===== src/rtl/muldiv_unit.sv =====
// Iterative RV32M multiply/divide unit: radix-2 shift-add multiply and restoring
// divide on operand magnitudes, followed by a sign/special-case fix-up cycle.
module muldiv_unit #(
  parameter int WIDTH = 32,
  parameter int CNT_W = 6
) (
  input  logic             clk_i,
  input  logic             rst_i,
  input  logic             start_i,
  input  logic [2:0]       op_i,
  input  logic [WIDTH-1:0] dators1_i,
  input  logic [WIDTH-1:0] dators2_i,
  output logic             busy_o,
  output logic             done_o,
  output logic [WIDTH-1:0] result_o
);

  localparam logic [2:0] OP_MUL    = 3'b000;
  localparam logic [2:0] OP_MULH   = 3'b001;
  localparam logic [2:0] OP_MULHSU = 3'b010;
  localparam logic [2:0] OP_MULHU  = 3'b011;
  localparam logic [2:0] OP_DIV    = 3'b100;
  localparam logic [2:0] OP_DIVU   = 3'b101;
  localparam logic [2:0] OP_REM    = 3'b110;

  typedef enum logic [1:0] {IDLE, CALC, FIX, DONE} state_t;

  state_t               state_reg;
  logic [2:0]           op_reg;
  logic                 sign_a_reg;
  logic                 sign_b_reg;
  logic                 b_zero_reg;
  logic [WIDTH-1:0]     a_reg;
  logic [WIDTH-1:0]     a_mag_reg;
  logic [WIDTH-1:0]     b_mag_reg;
  logic [2*WIDTH-1:0]   acc_reg;
  logic [CNT_W-1:0]     cnt_reg;
  logic                 done_reg;
  logic [WIDTH-1:0]     result_reg;

  logic                 in_sign_a;
  logic                 in_sign_b;
  logic [WIDTH-1:0]     in_mag_a;
  logic [WIDTH-1:0]     in_mag_b;
  logic [WIDTH:0]       mul_sum;
  logic [2*WIDTH-1:0]   mul_next;
  logic [WIDTH:0]       div_shift;
  logic                 div_ge;
  logic [WIDTH-1:0]     div_diff;
  logic [2*WIDTH-1:0]   div_next;
  logic [2*WIDTH-1:0]   prod_fix;
  logic [WIDTH-1:0]     quot_fix;
  logic [WIDTH-1:0]     rem_fix;
  logic [WIDTH-1:0]     fix_result;

  always_comb begin
    in_sign_a = dators1_i[WIDTH-1] &
                (op_i == OP_MULH || op_i == OP_MULHSU || op_i == OP_DIV || op_i == OP_REM);
    in_sign_b = dators2_i[WIDTH-1] &
                (op_i == OP_MULH || op_i == OP_DIV || op_i == OP_REM);
    in_mag_a  = in_sign_a ? -dators1_i : dators1_i;
    in_mag_b  = in_sign_b ? -dators2_i : dators2_i;
  end

  // acc_reg holds {partial product, multiplier} or {remainder, dividend/quotient}
  always_comb begin
    mul_sum   = {1'b0, acc_reg[2*WIDTH-1:WIDTH]} + (acc_reg[0] ? {1'b0, a_mag_reg} : '0);
    mul_next  = {mul_sum, acc_reg[WIDTH-1:1]};
    div_shift = {acc_reg[2*WIDTH-1:WIDTH], acc_reg[WIDTH-1]};
    div_ge    = div_shift >= {1'b0, b_mag_reg};
    div_diff  = div_shift[WIDTH-1:0] - b_mag_reg;
    div_next  = {(div_ge ? div_diff : div_shift[WIDTH-1:0]), acc_reg[WIDTH-2:0], div_ge};
  end

  // Signed overflow falls out naturally (|A|=2^31, |B|=1, no negation); only B=0 needs overriding.
  always_comb begin
    prod_fix   = (sign_a_reg ^ sign_b_reg) ? -acc_reg : acc_reg;
    quot_fix   = (sign_a_reg ^ sign_b_reg) ? -acc_reg[WIDTH-1:0] : acc_reg[WIDTH-1:0];
    rem_fix    = sign_a_reg ? -acc_reg[2*WIDTH-1:WIDTH] : acc_reg[2*WIDTH-1:WIDTH];
    fix_result = '0;
    case (op_reg)
      OP_MUL:                       fix_result = prod_fix[WIDTH-1:0];
      OP_MULH, OP_MULHSU, OP_MULHU: fix_result = prod_fix[2*WIDTH-1:WIDTH];
      OP_DIV, OP_DIVU:              fix_result = b_zero_reg ? '1 : quot_fix;
      default:                      fix_result = b_zero_reg ? a_reg : rem_fix;
    endcase
  end

  always_ff @(posedge clk_i or posedge rst_i) begin
    if (rst_i) begin
      state_reg  <= IDLE;
      op_reg     <= '0;
      sign_a_reg <= 1'b0;
      sign_b_reg <= 1'b0;
      b_zero_reg <= 1'b0;
      a_reg      <= '0;
      a_mag_reg  <= '0;
      b_mag_reg  <= '0;
      acc_reg    <= '0;
      cnt_reg    <= '0;
      done_reg   <= 1'b0;
      result_reg <= '0;
    end else begin
      case (state_reg)
        IDLE: begin
          done_reg <= 1'b0;
          if (start_i) begin
            op_reg     <= op_i;
            a_reg      <= dators1_i;
            sign_a_reg <= in_sign_a;
            sign_b_reg <= in_sign_b;
            b_zero_reg <= (dators2_i == '0);
            a_mag_reg  <= in_mag_a;
            b_mag_reg  <= in_mag_b;
            acc_reg    <= {{WIDTH{1'b0}}, (op_i[2] ? in_mag_a : in_mag_b)};
            cnt_reg    <= '0;
            state_reg  <= CALC;
          end
        end
        CALC: begin
          acc_reg <= op_reg[2] ? div_next : mul_next;
          cnt_reg <= cnt_reg + CNT_W'(1);
          if (cnt_reg == CNT_W'(WIDTH - 1)) begin
            state_reg <= FIX;
          end
        end
        FIX: begin
          result_reg <= fix_result;
          done_reg   <= 1'b1;
          state_reg  <= DONE;
        end
        DONE: begin
          done_reg  <= 1'b0;
          state_reg <= IDLE;
        end
        default: state_reg <= IDLE;
      endcase
    end
  end

  assign busy_o   = (state_reg != IDLE);
  assign done_o   = done_reg;
  assign result_o = result_reg;

endmodule

===== config.mk =====
export PLATFORM = sky130hd
export DESIGN_NAME = muldiv_unit
export DESIGN_NICKNAME = d
export VERILOG_FILES = /design/src/rtl/muldiv_unit.sv
export SDC_FILE = /design/constraint.sdc
export NUM_CORES = 1
export LEC_CHECK = 0
export BUFFER_PORTS_ARGS = -buffer_cell sky130_fd_sc_hd__clkbuf_2
export CORE_UTILIZATION = 25
export CTS_BUF_LIST = sky130_fd_sc_hd__clkbuf_4 sky130_fd_sc_hd__clkbuf_8
export DETAILED_ROUTE_END_ITERATION = 8
export PLACE_DENSITY = 0.49
export REMOVE_ABC_BUFFERS = 1
export SYNTH_ARGS = -nofsm -noshare
export SYNTH_HDL_FRONTEND = slang
export SYNTH_SLANG_ARGS = --single-unit

===== constraint.sdc =====
create_clock -name clk_i -period 9.3 [get_ports clk_i]
set_clock_uncertainty 0.1 [all_clocks]
set_input_delay 0.93 -clock clk_i [delete_from_list [all_inputs] [get_ports clk_i]]
set_output_delay 0.93 -clock clk_i [all_outputs]
set_load 0.01 [all_outputs]

# == After elaboration in Yosys (flattened, before gate mapping) ==
# Cells that the tools add are included.
# classes
n_addsub,8
mul,0
div,0
magnitude_cmp,1
n_eq_ne,15
shifts,0
n_mux,20
n_bitwise,3
n_reduce_logical,17
# ops
cell,n
2-to-1 mux 32 bit,9
2-to-1 mux 64 bit,3
negation 32 bit,4
case mux 64 bit (2 select lines),1
case mux 32 bit (3 select lines),1
negation 64 bit,1
adder 32 x 32 -> 33 bit,1
greater-or-equal comparator 33 x 32 -> 1 bit,1
zero test 32 bit,1
subtractor 32 bit,1
"equality test 3 bit, second input constant",4
case mux 6 bit (2 select lines),1
"equality test 3 x 2 -> 1 bit, second input constant",3
case mux 2 bit (4 select lines),1
"adder 6 x 1 -> 6 bit, second input constant",1
"equality test 3 x 1 -> 1 bit, second input constant",2
"equality test 6 x 5 -> 1 bit, second input constant",1
2-to-1 mux 6 bit,1
AND reduction 2 bit,3
nonzero test 2 bit,3
logical OR 1 bit,5
"equality test 2 bit, second input constant",2
2-to-1 mux 2 bit,2
"inequality test 2 bit, second input constant",2
other kinds (8),10
# totals
ff_bits,207
latchBits,0
mem_bits_rw,0
rom_bits,0
input_bits,70
output_inout_bits,34
wordCells,76
memories,0

# == Depth between registers and ports, before layout ==
# Gate-level depths: netlist (run 1).
# depth
depth_word,9
depth_mapped,15
mapped_depth_nobuf,13

# == Least setup slack after synthesis (run 1) ==
# OpenSTA, ideal clock, no wires.
# synth_path
kind,register to register
from,reg acc_reg[0]
to,reg acc_reg[63]
setup_ps,140
arrival_time_ps,3033
required_time_ps,9060
slack_ps,6027
path_stages_with_launch,15
n_path_buf,3
period_less_slack_ps,3273
cell_sequence,dfrtp_1 -> clkbuf_1 -> clkbuf_1 -> and2_1 -> ha_1 -> clkbuf_1 -> and4_1 -> a21oi_1 -> a31oi_1 -> or3_1 -> o21ai_1 -> a211oi_1 -> a311o_1 -> a211oi_1 -> o41ai_1
# synth_via
elab_chain_len,4
# synth_lines
item,line,text
from (decl),36,logic [2*WIDTH-1:0] acc_reg;
from (signal assigned),115,"acc_reg <= {{WIDTH{1'b0}}, (op_i[2] ? in_mag_a : in_mag_b)};"
from (signal assigned),121,acc_reg <= op_reg[2] ? div_next : mul_next;
2-to-1 mux 32 bit,67,"mul_sum = {1'b0, acc_reg[2*WIDTH-1:WIDTH]} + (acc_reg[0] ? {1'b0, a_mag_reg} : '0);"
adder 32 x 32 -> 33 bit,67,
2-to-1 mux 64 bit,121,
case mux 64 bit (2 select lines),104,case (state_reg)
# No other way between the ends.
# A chain may end at the register's enable or synchronous reset.

# == Worst setup path after layout (run 1) ==
# Ends and elaborated chain as after synthesis.

==> flow_summary.json, run 1 <==
{
  "dpl_cell_area_um2": 18100,
  "rrSetupSlack_ns": 5.14,
  "fin_ws_ns": 5.14,
  "post-cts-setup-buffers": 0,
  "largest_reg_flops": 64,
  "synth-main-ff-cell": "dfrtp_1",
  "r2r-start": "acc_reg[0]",
  "layout_commonest_cell": "a21oi_1",
  "status": "completed",
  "period_minus_slack_ns": 4.16,
  "end_kind": "register",
  "worst_ep_arrival_time_ns": 4.55,
  "critPathKind": "reg -> reg",
  "fin_area_um2": 19000,
  "drt_wl_total_um": 64200,
  "ys_warn_count": 0,
  "synth_enable_flop_cells": 0,
  "fin_nets": 2260,
  "cp_slowest_stage_delay_ns": 0.49,
  "cts_buffer_depth": 3,
  "cts-buffers-inserted": 40,
  "crit_buf_inv": 2,
  "ctsHoldBuffers": 0,
  "dr.pass1.iters": 8,
  "fmax_mhz": 241,
  "timing.final.crit_share_pct": 44.7,
  "hold_class": "in -> async",
  "viasPerCell": 5.32,
  "cts-root-buf": "clkbuf_8",
  "grt_pass1_vias": 15333,
  "ir_worst_vdd_uv": 193,
  "final_cell_mix": "a21oi_1 (235), nand2_1 (206), dfrtp_1 (204)",
  "die_area_um2": 68400,
  "n_antenna_cell": 0,
  "numPortBuffers": 103,
  "crit_end": "acc_reg[63]",
  "cts_resized": 0,
  "yosysUniqueCellTypes": 85,
  "grt_pass1_wl_um": 96600,
  "antenna_found_initial": 1,
  "grt_max_degree": 92,
  "p_per_area_nw_per_um2": 379,
  "vias": 16015,
  "final_max_slew_viol_count": 0,
  "ff2ff_path_depth": 14,
  "critPathSlowestCell": "a211oi_1",
  "syn_area_um2": 16800,
  "routabilityCongestion": 0.921,
  "startpoint": "acc_reg[0]",
  "final.setup.tns_ns": 0,
  "cap_violations": 0,
  "drt-initial-drc-count": 1394,
  "avgRoutedWirePerCell_um": 21.3,
  "synth_cells": 2087,
  "drive_gt1_share_pct": 13.9,
  "path_clk_slew_ns": 0.07,
  "ios": 104,
  "worstMarginPinSlew_ns": 1.06,
  "drc": 0,
  "synth.yosys.seq_area_share_pct": 30.6,
  "ys_seq_elements": 206,
  "path_depth": 14,
  "async_reset_ff_share_pct": 100,
  "grt_overflow": 0,
  "power.leakage_nw": 8.03,
  "cp_top_family": "compound AO/OA/AOI/OAI gates",
  "start_util_pct": 25.4,
  "critPathRequiredTime_ns": 9.69,
  "relSlewSlack_pct": 29.6,
  "hold_viol_final": 0,
  "antenna_left": 0,
  "cts_max_level": 2,
  "cp_max_fo": 32,
  "synth_area_leader_cell": "dfrtp_1",
  "core_area_um2": 66200,
  "cts_tree": "built",
  "setup_viol_count_final": 0,
  "rows": 94,
  "die_width_um": 262,
  "startpoint_type": "register",
  "worstReg2RegEnd": "acc_reg[63]",
  "synthTopCellsByArea": "dfrtp_1 (31%), a21oi_1 (7.0%), o21ai_0 (5.6%), xnor2_1 (5.5%), ha_1 (5.4%)",
  "crit_chain": "buf_4 -> and2_1 -> ha_1 -> inv_1 -> fa_1 -> nor2b_1 -> o31a_1 -> o21ai_1 -> a21oi_1 -> o21ai_1 -> a211oi_1 -> a311o_1 -> a211oi_1 -> o41ai_1",
  "syn_avg_cell_area_um2": 8.07,
  "place_ws_ns": 5.26,
  "rsz0062_at_grt": "false",
  "clk_latency_ns": 0.62,
  "synthToLayoutAreaGrowth_pct": 13.0,
  "holdWs_ns": 0.307,
  "grt_use_total_pct": 18.6,
  "synth_top_area_share_pct": 30.6,
  "dpl.hpwl_um": 48900,
  "dieHeight_um": 262,
  "cts.sink_count": 206
}
## area by class of cell
| type | count | area [um2] |
|---|---|---|
| clock inverter | 5 | 56.3 |
| inverter | 73 | 282 |
| tap | 864 | 1080 |
| fill | 7153 | 47200 |
| multi-input combinational | 1665 | 10900 |
| clock buffer | 66 | 833 |
| sequential | 206 | 5160 |
| timing repair buffer | 129 | 711 |
## cells in the mapped netlist (20+ instances only)
library cell    n
a21oi_1       235
nand2_1       207
dfrtp_1       206
o21ai_0       189
nor2_1        188
clkbuf_1      128
xnor2_1       105
xor2_1        101
ha_1           73
inv_1          72
mux2_2         60
mux2i_1        48
and2_1         44
nor3_1         38
a211oi_1       24
o31ai_1        23
a31oi_1        21
a21o_1         20
## stage by stage
stage / utilization (%) / std cells / power [mW]
after floorplan: - / 1944 / 4.71
after global placement: 27.4 / 2937 / 6.11
after detailed placement: 27.4 / 2937 / 6.14
after CTS: 28.7 / 3008 / 7.21
after global routing: 28.7 / 3008 / 7.77
final: 28.7 / 3008 / 7.21
## power by group
| group | internal, mW | leakage (nW) | switching [mW] |
|---|---|---|---|
| registers | 1.31 | 2.48 | 0.509 |
| logic | 1.68 | 5.08 | 2.67 |
| clock network | 0.592 | 0.470 | 0.444 |
## logic make-up after synthesis
logic type / share of synthesized area [%]
and+or+nand+nor: 17.4
AOI/OAI and AO/OA: 23.8
xor gates and xnor gates: 10.7
DFF: 30.6
adders and majority gates: 5.66
muxes: 6.86
buffers and inverters: 4.92
## metal layers
metal | up-vias | global-route usage [%] | share of wire, %
met4 | 2 | 5.04 | 2.3
met3 | 95 | 3.77 | 7.5
met5 | - | 0 | 0.014
met2 | 587 | 27.5 | 43
li1 | 7511 | - | -
met1 | 7820 | 27.0 | 47
## worst register-to-register path, cell delays in order (launching register included)
cell	delay (ns)
dfrtp_1	0.48
buf_4	0.36
and2_1	0.18
ha_1	0.19
inv_1	0.07
fa_1	0.40
nor2b_1	0.18
o31a_1	0.18
o21ai_1	0.15
a21oi_1	0.30
o21ai_1	0.22
a211oi_1	0.49
a311o_1	0.26
a211oi_1	0.11
o41ai_1	0.35
## how the worst min path moves through the flow
stage	cells past startpoint	slack [ns]	end
CTS	2	0.32	b_mag_reg[7]
global route	2	0.35	b_mag_reg[8]
floorplan	2	0.34	a_mag_reg[10]
detailed placement	2	0.37	a_mag_reg[16]
finish	2	0.31	b_mag_reg[8]
global placement	2	0.36	a_mag_reg[11]
Note: power is estimated with default switching activity, not from simulation.
==> run 2: changes to the inputs <==
PLACE_DENSITY = 0.5   (was 0.49)
clock period = 3.35 ns   (was 9.3 ns; I/O delays follow)
==> run 2 against run 1 <==
  * Sequential cell count stayed put
  * Cell count is 7.1% higher
  * Highest routed layer unchanged
  * Final area is 11% higher
  * Global-route usage is 1.5 points higher
  * Sequential share of layout area is 2.6 points lower
  * Largest cell class unchanged
  * Via count is 4.9% higher
  * Clock-buffer cell count is 6 lower
  * Die area stayed put
  * Combinational power grew to 3.2 times the previous value
  * Total power grew to 3.0 times the previous value
==> flow_summary.json, run 2 (synthesis results as in run 1) <==
{
  "status": "completed",
  "die_area_um2": 68400,
  "timing.final.crit_share_pct": 97.1,
  "relSlewSlack_pct": 48.1,
  "p_per_area_nw_per_um2": 1020,
  "path_clk_slew_ns": 0.06,
  "grt_overflow": 0,
  "crit_chain": "buf_6 -> and2_1 -> ha_1 -> and4_4 -> a21oi_2 -> a31oi_2 -> or3_4 -> o21ai_4 -> a211oi_4 -> buf_4 -> or4_1 -> a31o_2 -> nand2_1",
  "final_util_pct": 31.8,
  "fin_ws_ns": 0.0984,
  "grt_use_total_pct": 20.0,
  "core_area_um2": 66200,
  "clk_latency_ns": 0.62,
  "critPathSlowestCell": "or4_1",
  "cap_violations": 0,
  "dr.pass1.iters": 5,
  "hold_viol_final": 0,
  "vias": 16807,
  "worstMarginPinSlew_ns": 0.778,
  "ios": 104,
  "place_ws_ns": -0.0742,
  "multi_input_area_um2": 11200,
  "ir_worst_vdd_uv": 356,
  "die_width_um": 262,
  "setup_viol_count_final": 0,
  "drt_wl_total_um": 69400,
  "largest_reg_flops": 64,
  "numPortBuffers": 103,
  "antenna_found_initial": 2,
  "grt_max_degree": 108,
  "worst_ep_arrival_time_ns": 3.68,
  "cts-buffers-inserted": 40,
  "cts.sink_count": 206,
  "regArea_um2": 5160,
  "cts_buffer_depth": 3,
  "dpl.hpwl_um": 53500,
  "fin_nets": 2477,
  "totalPowerFinal_mw": 21.5,
  "antenna_left": 0,
  "end_kind": "register",
  "grt_pass1_wl_um": 103000,
  "grt_pass1_vias": 16287,
  "cts_tree": "built",
  "drc": 0,
  "routabilityCongestion": 0.969,
  "final_max_slew_viol_count": 0,
  "rows": 94,
  "avgRoutedWirePerCell_um": 21.6,
  "power.leakage_nw": 9.12,
  "cp_max_fo": 15,
  "critPathRequiredTime_ns": 3.78,
  "drive_gt1_share_pct": 21.5,
  "holdWs_ns": 0.0397,
  "viasPerCell": 5.22,
  "cts-root-buf": "clkbuf_8",
  "synthToLayoutAreaGrowth_pct": 25.1,
  "dieHeight_um": 262,
  "num-fill-cells": 7061,
  "fmax_mhz": 308,
  "startpoint_type": "register",
  "n_antenna_cell": 0,
  "hold_class": "in -> reg",
  "period_minus_slack_ns": 3.25,
  "layout_commonest_cell": "a21oi_1",
  "cp_slowest_stage_delay_ns": 0.47,
  "final_cell_mix": "a21oi_1 (227), nand2_1 (205), dfrtp_1 (203)",
  "drt-initial-drc-count": 1316,
  "rrSetupSlack_ns": 0.1,
  "start_util_pct": 25.4,
  "cts_max_level": 2,
  "critPathKind": "reg -> reg"
}
==> run 2: cell count changes in the layout (fill, tap and decap cells not counted), moves of 4 or more <==
cell	change
a21oi_2	+8
a21oi_1	-8
ha_4	+4
buf_12	+8
ha_1	-4
dlygate4sd3_1	+38
buf_4	+169
clkbuf_8	-5
==> run 2: repair_timing <==
item / 4_1_cts / 5_1_grt
hold buffers: 38 / 0
endpoints found under the setup margin: 5 / 37
gates resized for setup: 6 / 41
endpoints found under the hold margin: 117 / 0
buffers inserted: 0 / 3
pin swaps: 0 / 12
==> run 2: where the power goes <==
group	switching, mW	leakage, nW	internal, mW
Combinational	8.32	6.19	5.74
Sequential	0.990	2.47	3.66
Clock	1.23	0.455	1.59
Total	10.5	9.12	11.0
==> run 2: final cells by class <==
cell class	count	area share, %
Sequential cell	206	24.5
Tap cell	864	5.13
Multi-Input combinational cell	1665	53.0
Clock inverter	8	0.445
Clock buffer	60	3.59
Inverter	73	1.34
Timing Repair Buffer	346	12.1
==> run 2: worst max-delay path, delay by kind of cell, from the launching register on <==
kind            cells  cell delay [ns]
fa+ha+maj           1             0.29
compound gates      5             0.79
buf+inv             2             0.31
flops               1             0.40
simple gates        5             1.27
==> run 2: path summary, 6_finish.rpt <==
path | cells after the start | endpoint | start
setup / recovery | 13 | acc_reg[61] | acc_reg[0]
min in group asynchronous | 3 | b_mag_reg[11] | rst_i
max in group asynchronous | 4 | state_reg[1] | rst_i
hold / removal | 3 | b_mag_reg[10] | dators2_i[10]
setup reg to reg | 13 | acc_reg[61] | acc_reg[0]
hold reg to reg | 2 | a_mag_reg[7] | a_mag_reg[7]
==> run 2: per-stage QoR <==
step	setup TNS, ns	cell area [um2]	instances
3_5_place_dp	-0.133	19600	3113
4_1_cts	0	20800	3219
2_1_floorplan	-856.51	16300	1944
3_3_place_gp	-0.0697	19600	3113
6_report	0	21100	3222
5_1_grt	-0.00207	21100	3222
==> run 2: per-layer routing <==
metal  track usage [%]  wire length (um)  up-vias
li1                  -                 -     7938
met1              28.4             32400     8174
met2              29.6             29400      583
met3              4.56              5630      110
met4              6.59              2030        2
met5                 0                 7        -
==> run 3: changes to the inputs <==
BUFFER_PORTS_ARGS = default   (was -buffer_cell sky130_fd_sc_hd__clkbuf_2)
DONT_BUFFER_PORTS = 1   (was default)
GPL_TIMING_DRIVEN = 0   (was default)
PLACE_DENSITY = 0.49   (was 0.5)
==> run 3 against run 2 <==
  * The flow now finishes with violations (setup timing)
  * Setup slack worse by 0.17 ns
  * Critical path depth unchanged
  * Hold slack worse by 0.0054 ns
  * Final area down 1.5%
  * Cell count down 6.5%
  * Global-route usage down 0.56 points
  * Fmax down 5.1%
  * Register-to-register slack worse by 0.17 ns
  * First-iteration DRC count up 6.0%
  * Critical path type unchanged
  * Highest routed layer is now met4
==> flow_summary.json, run 3 (synthesis results as in run 1) <==
{
  "status": "finished with violations",
  "violations": "setup timing",
  "largest_reg_flops": 64,
  "fin_nets": 2265,
  "avgRoutedWirePerCell_um": 22.6,
  "cts-buffers-inserted": 39,
  "drc": 0,
  "crit_top_cell": "buf_12",
  "power.leakage_nw": 8.19,
  "ir_worst_vdd_uv": 393,
  "cts_tree": "built",
  "num-fill-cells": 7013,
  "fin_ws_ns": -0.0765,
  "dieHeight_um": 262,
  "cts.sink_count": 206,
  "layout_commonest_cell": "a21oi_1",
  "totalPowerFinal_mw": 21.6,
  "timing.final.crit_share_pct": 102,
  "p_per_area_nw_per_um2": 1040,
  "grt_pass1_wl_um": 101000,
  "fmax_mhz": 292,
  "hold_class": "in -> reg",
  "cts_buffer_depth": 3,
  "worstReg2RegEnd": "acc_reg[63]",
  "vias": 16137,
  "worstMarginPinSlew_ns": 1.16,
  "grt_max_degree": 74,
  "end_kind": "register",
  "cp_slowest_stage_delay_ns": 0.50,
  "synthToLayoutAreaGrowth_pct": 23.2,
  "r2r-start": "acc_reg[0]",
  "final_max_slew_viol_count": 0,
  "numPortBuffers": 0,
  "cap_violations": 0,
  "rows": 94,
  "rsz0062_at_grt": "true",
  "drive_gt1_share_pct": 18.9,
  "critPathKind": "reg -> reg",
  "ios": 104,
  "placed_cells": 2824,
  "viasPerCell": 5.36,
  "min_to": "b_mag_reg[30]",
  "drt-initial-drc-count": 1395,
  "grt_overflow": 0,
  "crit_chain": "buf_12 -> buf_12 -> and2_1 -> ha_4 -> and4_1 -> a21oi_1 -> a31oi_1 -> or3_4 -> o21ai_4 -> a211oi_4 -> a311o_1 -> a211oi_2 -> o41ai_1",
  "worst_ep_arrival_time_ns": 3.73,
  "period_minus_slack_ns": 3.43,
  "dr.pass1.iters": 5,
  "startpoint_type": "register",
  "drt_wl_total_um": 68100,
  "rrSetupSlack_ns": -0.08,
  "cp_max_fo": 7,
  "hold_viol_final": 0,
  "die_area_um2": 68400,
  "ff2ff_path_depth": 13,
  "dpl.hpwl_um": 49100,
  "die_width_um": 262,
  "min-delay-start": "dators2_i[30]",
  "critPathSlowestCell": "dfrtp_4",
  "multi_input_area_um2": 11900,
  "place_ws_ns": -1.31,
  "final.setup.tns_ns": -0.140,
  "clk_latency_ns": 0.58,
  "final_cell_mix": "a21oi_1 (225), nand2_1 (199), o21ai_0 (184)",
  "grt_pass1_vias": 15617,
  "setup_viol_count_final": 2,
  "cts-root-buf": "clkbuf_8",
  "relSlewSlack_pct": 22.9,
  "routabilityCongestion": 0.940,
  "start_util_pct": 25.4,
  "regArea_um2": 5200,
  "core_area_um2": 66200,
  "final_cell_count_no_fill": 3013,
  "antenna_found_initial": 0,
  "grt_use_total_pct": 19.5,
  "critPathRequiredTime_ns": 3.66,
  "antenna_left": 0,
  "holdWs_ns": 0.0342,
  "min_path_cells": 3,
  "cts_max_level": 2,
  "path_clk_slew_ns": 0.06
}
-- run 3: critical path: cells and delay by family, from the launching register on --
kind | cells | cell delay (ns)
AOI/OAI and AO/OA | 7 | 1.34
and+or+nand+nor | 3 | 0.82
DFF | 1 | 0.50
buffers and inverters | 2 | 0.26
adders and majority gates | 1 | 0.25
-- run 3: through the flow --
step / util, % / instance area, um2
CTS: 30.3 / 20100
global placement: 26.2 / 17400
detailed placement: 26.9 / 17800
floorplan: - / 16300
global route: 31.3 / 20800
finish: 31.4 / 20800
-- run 3: report_power, final --
group	switching (mW)	internal (mW)
logic	7.74	5.64
clock network	1.19	1.66
registers	1.66	3.67
total	10.6	11.0
-- run 3: layout make-up --
| cell class | count | area share [%] |
|---|---|---|
| sequential | 206 | 25.1 |
| antenna | 3 | 0.0362 |
| clock inverter | 5 | 0.362 |
| clock buffer | 62 | 3.87 |
| timing repair buffer | 134 | 6.89 |
| inverter | 73 | 1.37 |
| multi-input combinational | 1666 | 57.2 |
| tap | 864 | 5.21 |
-- run 3: worst max-delay path by stage --
stage	from	endpoint	slack (ns)	cells after the start
6_report	acc_reg[0]	acc_reg[63]	-0.08	13
5_1_grt	acc_reg[0]	acc_reg[63]	-0.21	13
4_1_cts	acc_reg[0]	acc_reg[57]	-0.03	14
3_5_place_dp	acc_reg[31]	acc_reg[48]	-1.31	12
3_3_place_gp	state_reg[0]	cnt_reg[5]	-8.35	7
2_1_floorplan	state_reg[0]	cnt_reg[5]	-3.94	7
-- run 3: repair_timing --
action / CTS / global route
pin swaps: 14 / 28
gates cloned: 1 / 0
buffers inserted: 26 / 32
endpoints found under the hold margin: 186 / 0
gates resized for setup: 112 / 99
hold buffers: 60 / 0
endpoints found under the setup margin: 60 / 51
-- run 3: routing by layer --
layer	vias up	wire (um)	global-route usage [%]
met4	0	1390	3.96
li1	7550	-	-
met5	-	0	0
met2	572	29700	29.5
met1	7922	31400	28.2
met3	93	5670	4.19
